<file path="config.mk">
export PLATFORM = sky130hd
export DESIGN_NAME = cfg_seq
export DESIGN_NICKNAME = d
export VERILOG_FILES = /design/src/rtl/cfg_seq_pkg.sv /design/src/rtl/cfg_seq_cnt.sv /design/src/rtl/cfg_seq.sv
export SDC_FILE = /design/constraint.sdc
export NUM_CORES = 1
export LEC_CHECK = 0
export CORE_UTILIZATION = 25
export CTS_BUF_LIST = sky130_fd_sc_hd__clkbuf_4 sky130_fd_sc_hd__clkbuf_8 sky130_fd_sc_hd__clkbuf_16
export DETAILED_ROUTE_END_ITERATION = 12
export GPL_ROUTABILITY_DRIVEN = 0
export PLACE_DENSITY = 0.51
export SLEW_MARGIN = 20
export SYNTH_ARGS = -nofsm -noshare
export SYNTH_HDL_FRONTEND = slang
export SYNTH_HIERARCHICAL = 1
export SYNTH_SLANG_ARGS = --single-unit
</file>
<file path="constraint.sdc">
create_clock -name clk -period 3.6 [get_ports clk]
set_clock_uncertainty 0.2 [all_clocks]
set_input_delay 0.9 -clock clk [delete_from_list [all_inputs] [get_ports clk]]
set_output_delay 0.9 -clock clk [all_outputs]
set_load 0.02 [all_outputs]
</file>
<file path="src/rtl/cfg_seq_pkg.sv">
// cfg_seq_pkg: shared FSM state encoding for the configuration-load sequencer.
package cfg_seq_pkg;

  typedef enum logic [1:0] {
    ST_IDLE = 2'd0,
    ST_RUN  = 2'd1,
    ST_DONE = 2'd2
  } state_t;

endpackage

</file>
<file path="src/rtl/cfg_seq_cnt.sv">
// cfg_seq_cnt: loadable, enable-gated modulo-DEPTH pointer with a pass counter
// and terminal-count flag (counter has reached the latched length).
module cfg_seq_cnt
  import cfg_seq_pkg::*;
#(
  parameter int unsigned PTR_W = 4,
  parameter int unsigned DEPTH = 16
) (
  input  logic             clk,
  input  logic             reset,
  input  logic             load,
  input  logic             restart,
  input  logic             en,
  input  logic [PTR_W-1:0] load_ptr,
  input  logic [PTR_W-1:0] load_len,
  output logic [PTR_W-1:0] ptr,
  output logic             tc
);

  localparam logic [PTR_W-1:0] LAST_PTR = PTR_W'(DEPTH - 1);
  localparam logic [PTR_W-1:0] ONE      = PTR_W'(1);

  logic [PTR_W-1:0] ptr_q;
  logic [PTR_W-1:0] cnt_q;
  logic [PTR_W-1:0] len_q;
  logic [PTR_W-1:0] base_q;

  // Pointer/counter update: load beats restart beats advance.
  always_ff @(posedge clk or posedge reset) begin
    if (reset) begin
      ptr_q  <= '0;
      cnt_q  <= '0;
      len_q  <= '0;
      base_q <= '0;
    end else if (load) begin
      ptr_q  <= load_ptr;
      base_q <= load_ptr;
      len_q  <= load_len;
      cnt_q  <= '0;
    end else if (restart) begin
      ptr_q <= base_q;
      cnt_q <= '0;
    end else if (en) begin
      ptr_q <= (ptr_q == LAST_PTR) ? '0 : ptr_q + ONE;
      cnt_q <= cnt_q + ONE;
    end
  end

  assign ptr = ptr_q;
  assign tc  = (cnt_q == len_q);

endmodule

</file>
<file path="src/rtl/cfg_seq.sv">
// cfg_seq: walks a configuration pointer from base over len+1 words (mod DEPTH),
// handing each word to a consumer with a valid/ready handshake.
// Optional feature: define CFG_SEQ_LOOP_EN to add the loop input, which repeats
// the pass back-to-back until abort.
module cfg_seq
  import cfg_seq_pkg::*;
#(
  parameter int unsigned PTR_W = 4,
  parameter int unsigned DEPTH = 16
) (
  input  logic             clk,
  input  logic             reset,
  input  logic             start,
  input  logic [PTR_W-1:0] base,
  input  logic [PTR_W-1:0] len,
  input  logic             abort,
`ifdef CFG_SEQ_LOOP_EN
  input  logic             loop,
`endif
  output logic [PTR_W-1:0] ptr,
  output logic             ptr_valid,
  input  logic             ptr_ready,
  output logic             busy,
  output logic             last,
  output logic             done,
  output logic             err
);

  // One extra bit so the range check never collapses to a constant compare.
  localparam logic [PTR_W:0] MAX_IDX = (PTR_W + 1)'(DEPTH - 1);

  state_t state, state_nxt;
  logic   done_q, err_q;
  logic   done_set, err_set;
  logic   load, restart, en;
  logic   tc;
  logic   bad_req;
  logic   loop_q;

  assign bad_req = ({1'b0, base} > MAX_IDX) || ({1'b0, len} > MAX_IDX);

`ifdef CFG_SEQ_LOOP_EN
  // Loop mode is captured alongside base/len for the whole sequence.
  always_ff @(posedge clk or posedge reset) begin
    if (reset)
      loop_q <= 1'b0;
    else if (load)
      loop_q <= loop;
  end
`else
  assign loop_q = 1'b0;
`endif

  // State register plus the registered done/err pulses.
  always_ff @(posedge clk or posedge reset) begin
    if (reset) begin
      state  <= ST_IDLE;
      done_q <= 1'b0;
      err_q  <= 1'b0;
    end else begin
      state  <= state_nxt;
      done_q <= done_set;
      err_q  <= err_set;
    end
  end

  // Next-state and counter control; abort overrides both start and handshake.
  always_comb begin
    state_nxt = state;
    load      = 1'b0;
    restart   = 1'b0;
    en        = 1'b0;
    done_set  = 1'b0;
    err_set   = 1'b0;
    case (state)
      ST_IDLE: begin
        if (start && !abort) begin
          if (bad_req) begin
            err_set = 1'b1;
          end else begin
            load      = 1'b1;
            state_nxt = ST_RUN;
          end
        end
      end
      ST_RUN: begin
        if (abort) begin
          state_nxt = ST_IDLE;
        end else if (ptr_ready) begin
          if (!tc) begin
            en = 1'b1;
          end else begin
            done_set = 1'b1;
            if (loop_q)
              restart = 1'b1;
            else
              state_nxt = ST_DONE;
          end
        end
      end
      ST_DONE: begin
        state_nxt = ST_IDLE;
      end
      default: begin
        state_nxt = ST_IDLE;
      end
    endcase
  end

  cfg_seq_cnt #(
    .PTR_W (PTR_W),
    .DEPTH (DEPTH)
  ) u_cnt (
    .clk      (clk),
    .reset    (reset),
    .load     (load),
    .restart  (restart),
    .en       (en),
    .load_ptr (base),
    .load_len (len),
    .ptr      (ptr),
    .tc       (tc)
  );

  assign ptr_valid = (state == ST_RUN);
  assign busy      = (state != ST_IDLE);
  assign last      = ptr_valid && tc;
  assign done      = done_q;
  assign err       = err_q;

endmodule
</file>
==> results.yml <==
pwr:
  vdd_drop_max_mv: 0.139
  powerDensity_nw_per_um2: 442
  total_power_w: 0.000575
  power.leakage_nw: 0.601
place:
  hpwl_um: 1410
  portBuffers: 20
yosys:
  synth_cell_types: 37
  yosys_warnings: 6
  ys_ff_latch: 19
  synth_edf_count: 0
  seq_area_frac_synth_pct: 47.2
  syn_area_per_cell_um2: 10.8
  syn_area_um2: 1010
  synth_cells: 93
  synthFlopType: "dfrtp_1"
  ys_async_sr_fraction_pct: 100
clocking:
  cts_max_level: 1
  cts_resized: 0
  hold_buffers: 0
  clkSinkCount: 19
  post_cts_buffers: 0
  numCtsBuffers: 3
  clk_pin_slew_ns: 0.07
  cts_root_buf: "clkbuf_8"
  cts_tree: "built"
  clockBufferDepth: 2
  clock_latency_ns: 0.25
global_routing:
  grt_first_pass_wirelength_um: 3170
  grt_max_degree: 19
  grt.overflow.total: 0
  grt_antenna_before_repair: 0
  grt_use_total_pct: 9.79
  grt_pass1_vias: 720
setup_path:
  crit_arrival_ns: 2.08
  worst_ep_required_time_ns: 2.50
  endpoint: "last"
  crit_path_end_kind: "output port"
  r2r-start: "u_cnt/cnt_q[0]$_DFFE_PP0P_"
  crit_path_start: "u_cnt/cnt_q[0]$_DFFE_PP0P_"
  cp_max_fo: 4
  r2r-end: "u_cnt/ptr[0]$_DFFE_PP0P_"
  r2r_slack_ns: 1.49
  r2r_cells: 8
  crit_type: "flop to output port"
  start_kind: "flop"
routing:
  antenna_left: 0
  drt-vias-per-instance: 4.38
  wl_per_cell_um: 11.6
  drt-initial-drc-count: 12
  vias: 718
  routed_wl_um: 1900
  drc: 0
  dr.pass1.iters: 2
die:
  initial_core_util_pct: 26.7
  io_pins: 22
  die_y_um: 65.5
  core_area_um2: 3770
  dieWidth_um: 65.5
  rows: 22
  die_area_um2: 4290
sta:
  finalMaxSlewViolations: 0
  period_needed_ns: 3.18
  finalSetupViolations: 0
  hold_violations: 0
  rsz0062_at_grt: "false"
  setup_tns_ns: 0
  fin_crit_sh_pct: 88.4
  fmax_ghz: 0.314
  tightest_slew_ns: 0.644
  max_slew_margin_pct: 57.0
run:
  cap_violations: 0
min_path:
  hold_path_class: "flop to flop"
  min-delay-start: "u_cnt/base_q[2]$_DFFE_PP0P_"
final_layout:
  drive_gt1_share_pct: 13.8
  diodes: 0
  syn_to_final_growth_pct: 29.3
  nets: 132
run_status:
  status: "completed"
-- cell usage after synthesis (2+ instances only) --
cell type | count | area, um^2
dfrtp_1 | 19 | 475
inv_1 | 6 | 22.5
nand2_1 | 6 | 22.5
nor2_1 | 6 | 22.5
xor2_1 | 6 | 52.6
o21ai_0 | 5 | 25.0
and3b_1 | 4 | 35.0
mux2_2 | 4 | 45.0
buf_6 | 3 | 33.8
mux2i_1 | 3 | 30.0
ha_1 | 2 | 25.0
nand3_1 | 2 | 10.0
nor3_1 | 2 | 10.0
nor4_1 | 2 | 12.5
-- cell families after synthesis --
group | count (synthesis) | synth area share (%)
mux | 8 | 8.94
simple gates | 33 | 20.7
compound gates | 12 | 7.33
buf+inv | 11 | 6.83
xor+xnor | 7 | 6.09
other cells | 1 | 0.372
fa+ha+maj | 2 | 2.48
flops | 19 | 47.2
-- cell type report --
class                      instances  area, um^2
inverter                           6        22.5
fill                             387        2470
sequential                        19         475
multi-input combinational         64         473
tap                               48        60.1
clock buffer                       4        48.8
timing repair buffer              23         223
-- stage by stage --
step                worst slack, ns  instance area [um^2]  util, %  cells  hold slack, ns
global route                  0.305                  1300     34.5    164           0.365
floorplan                      1.04                  1010        -     94           0.253
detailed placement            0.676                  1250     33.2    160           0.322
CTS                           0.386                  1300     34.5    164           0.334
finish                        0.418                  1300     34.5    164           0.331
global placement              0.691                  1250     33.2    160           0.317
-- power breakdown --
group	leakage, nW	switching (W)	internal [W]
clock network	0.0262	0.0000661	0.0000860
logic	0.335	0.0000682	0.0000836
registers	0.240	0.0000268	0.000245
total	0.601	0.000161	0.000414
-- worst max-delay path: stages, from the launching register on --
cell,delay [ns]
dfrtp_1,0.43
xor2_1,0.18
nor4_1,0.26
buf_4,0.18
and3b_1,0.18
clkdlybuf4s50_1,0.61
-- sequential cells by signal, summed over array words and instances, names as in the netlist --
register and count:
u_cnt/len_q 4, u_cnt/base_q 4, u_cnt/ptr 4, u_cnt/cnt_q 4, done 1, state 2
-- placed cells by master (no fill, tap or decap), types with 3 or more instances in the layout --
cell type,n
nand2_1,6
xor2_1,6
and3b_1,4
inv_1,6
dfrtp_1,19
buf_4,3
mux2i_1,3
mux2_2,4
clkbuf_8,3
clkdlybuf4s50_1,20
o21ai_0,5
nor2_1,6
-- worst min-delay path by stage --
stage | end | slack [ns] | cells after the start
final | u_cnt/base_q[2]$_DFFE_PP0P_ | 0.33 | 2
after global routing | u_cnt/len_q[0]$_DFFE_PP0P_ | 0.37 | 1
after CTS | state[0]$_DFFE_PP0P_ | 0.33 | 1
after detailed placement | u_cnt/base_q[2]$_DFFE_PP0P_ | 0.32 | 2
after global placement | u_cnt/base_q[1]$_DFFE_PP0P_ | 0.32 | 2
after floorplan | state[0]$_DFFE_PP0P_ | 0.25 | 1
-- metal layers --
layer	part of all wire (%)	vias up	GRT usage [%]
met5	0	-	0
met4	0	0	4.08
met3	5.0	0	1.91
met2	45	15	15.3
met1	49	342	13.1
li1	-	361	-
Power figures use the tool's default switching activity.
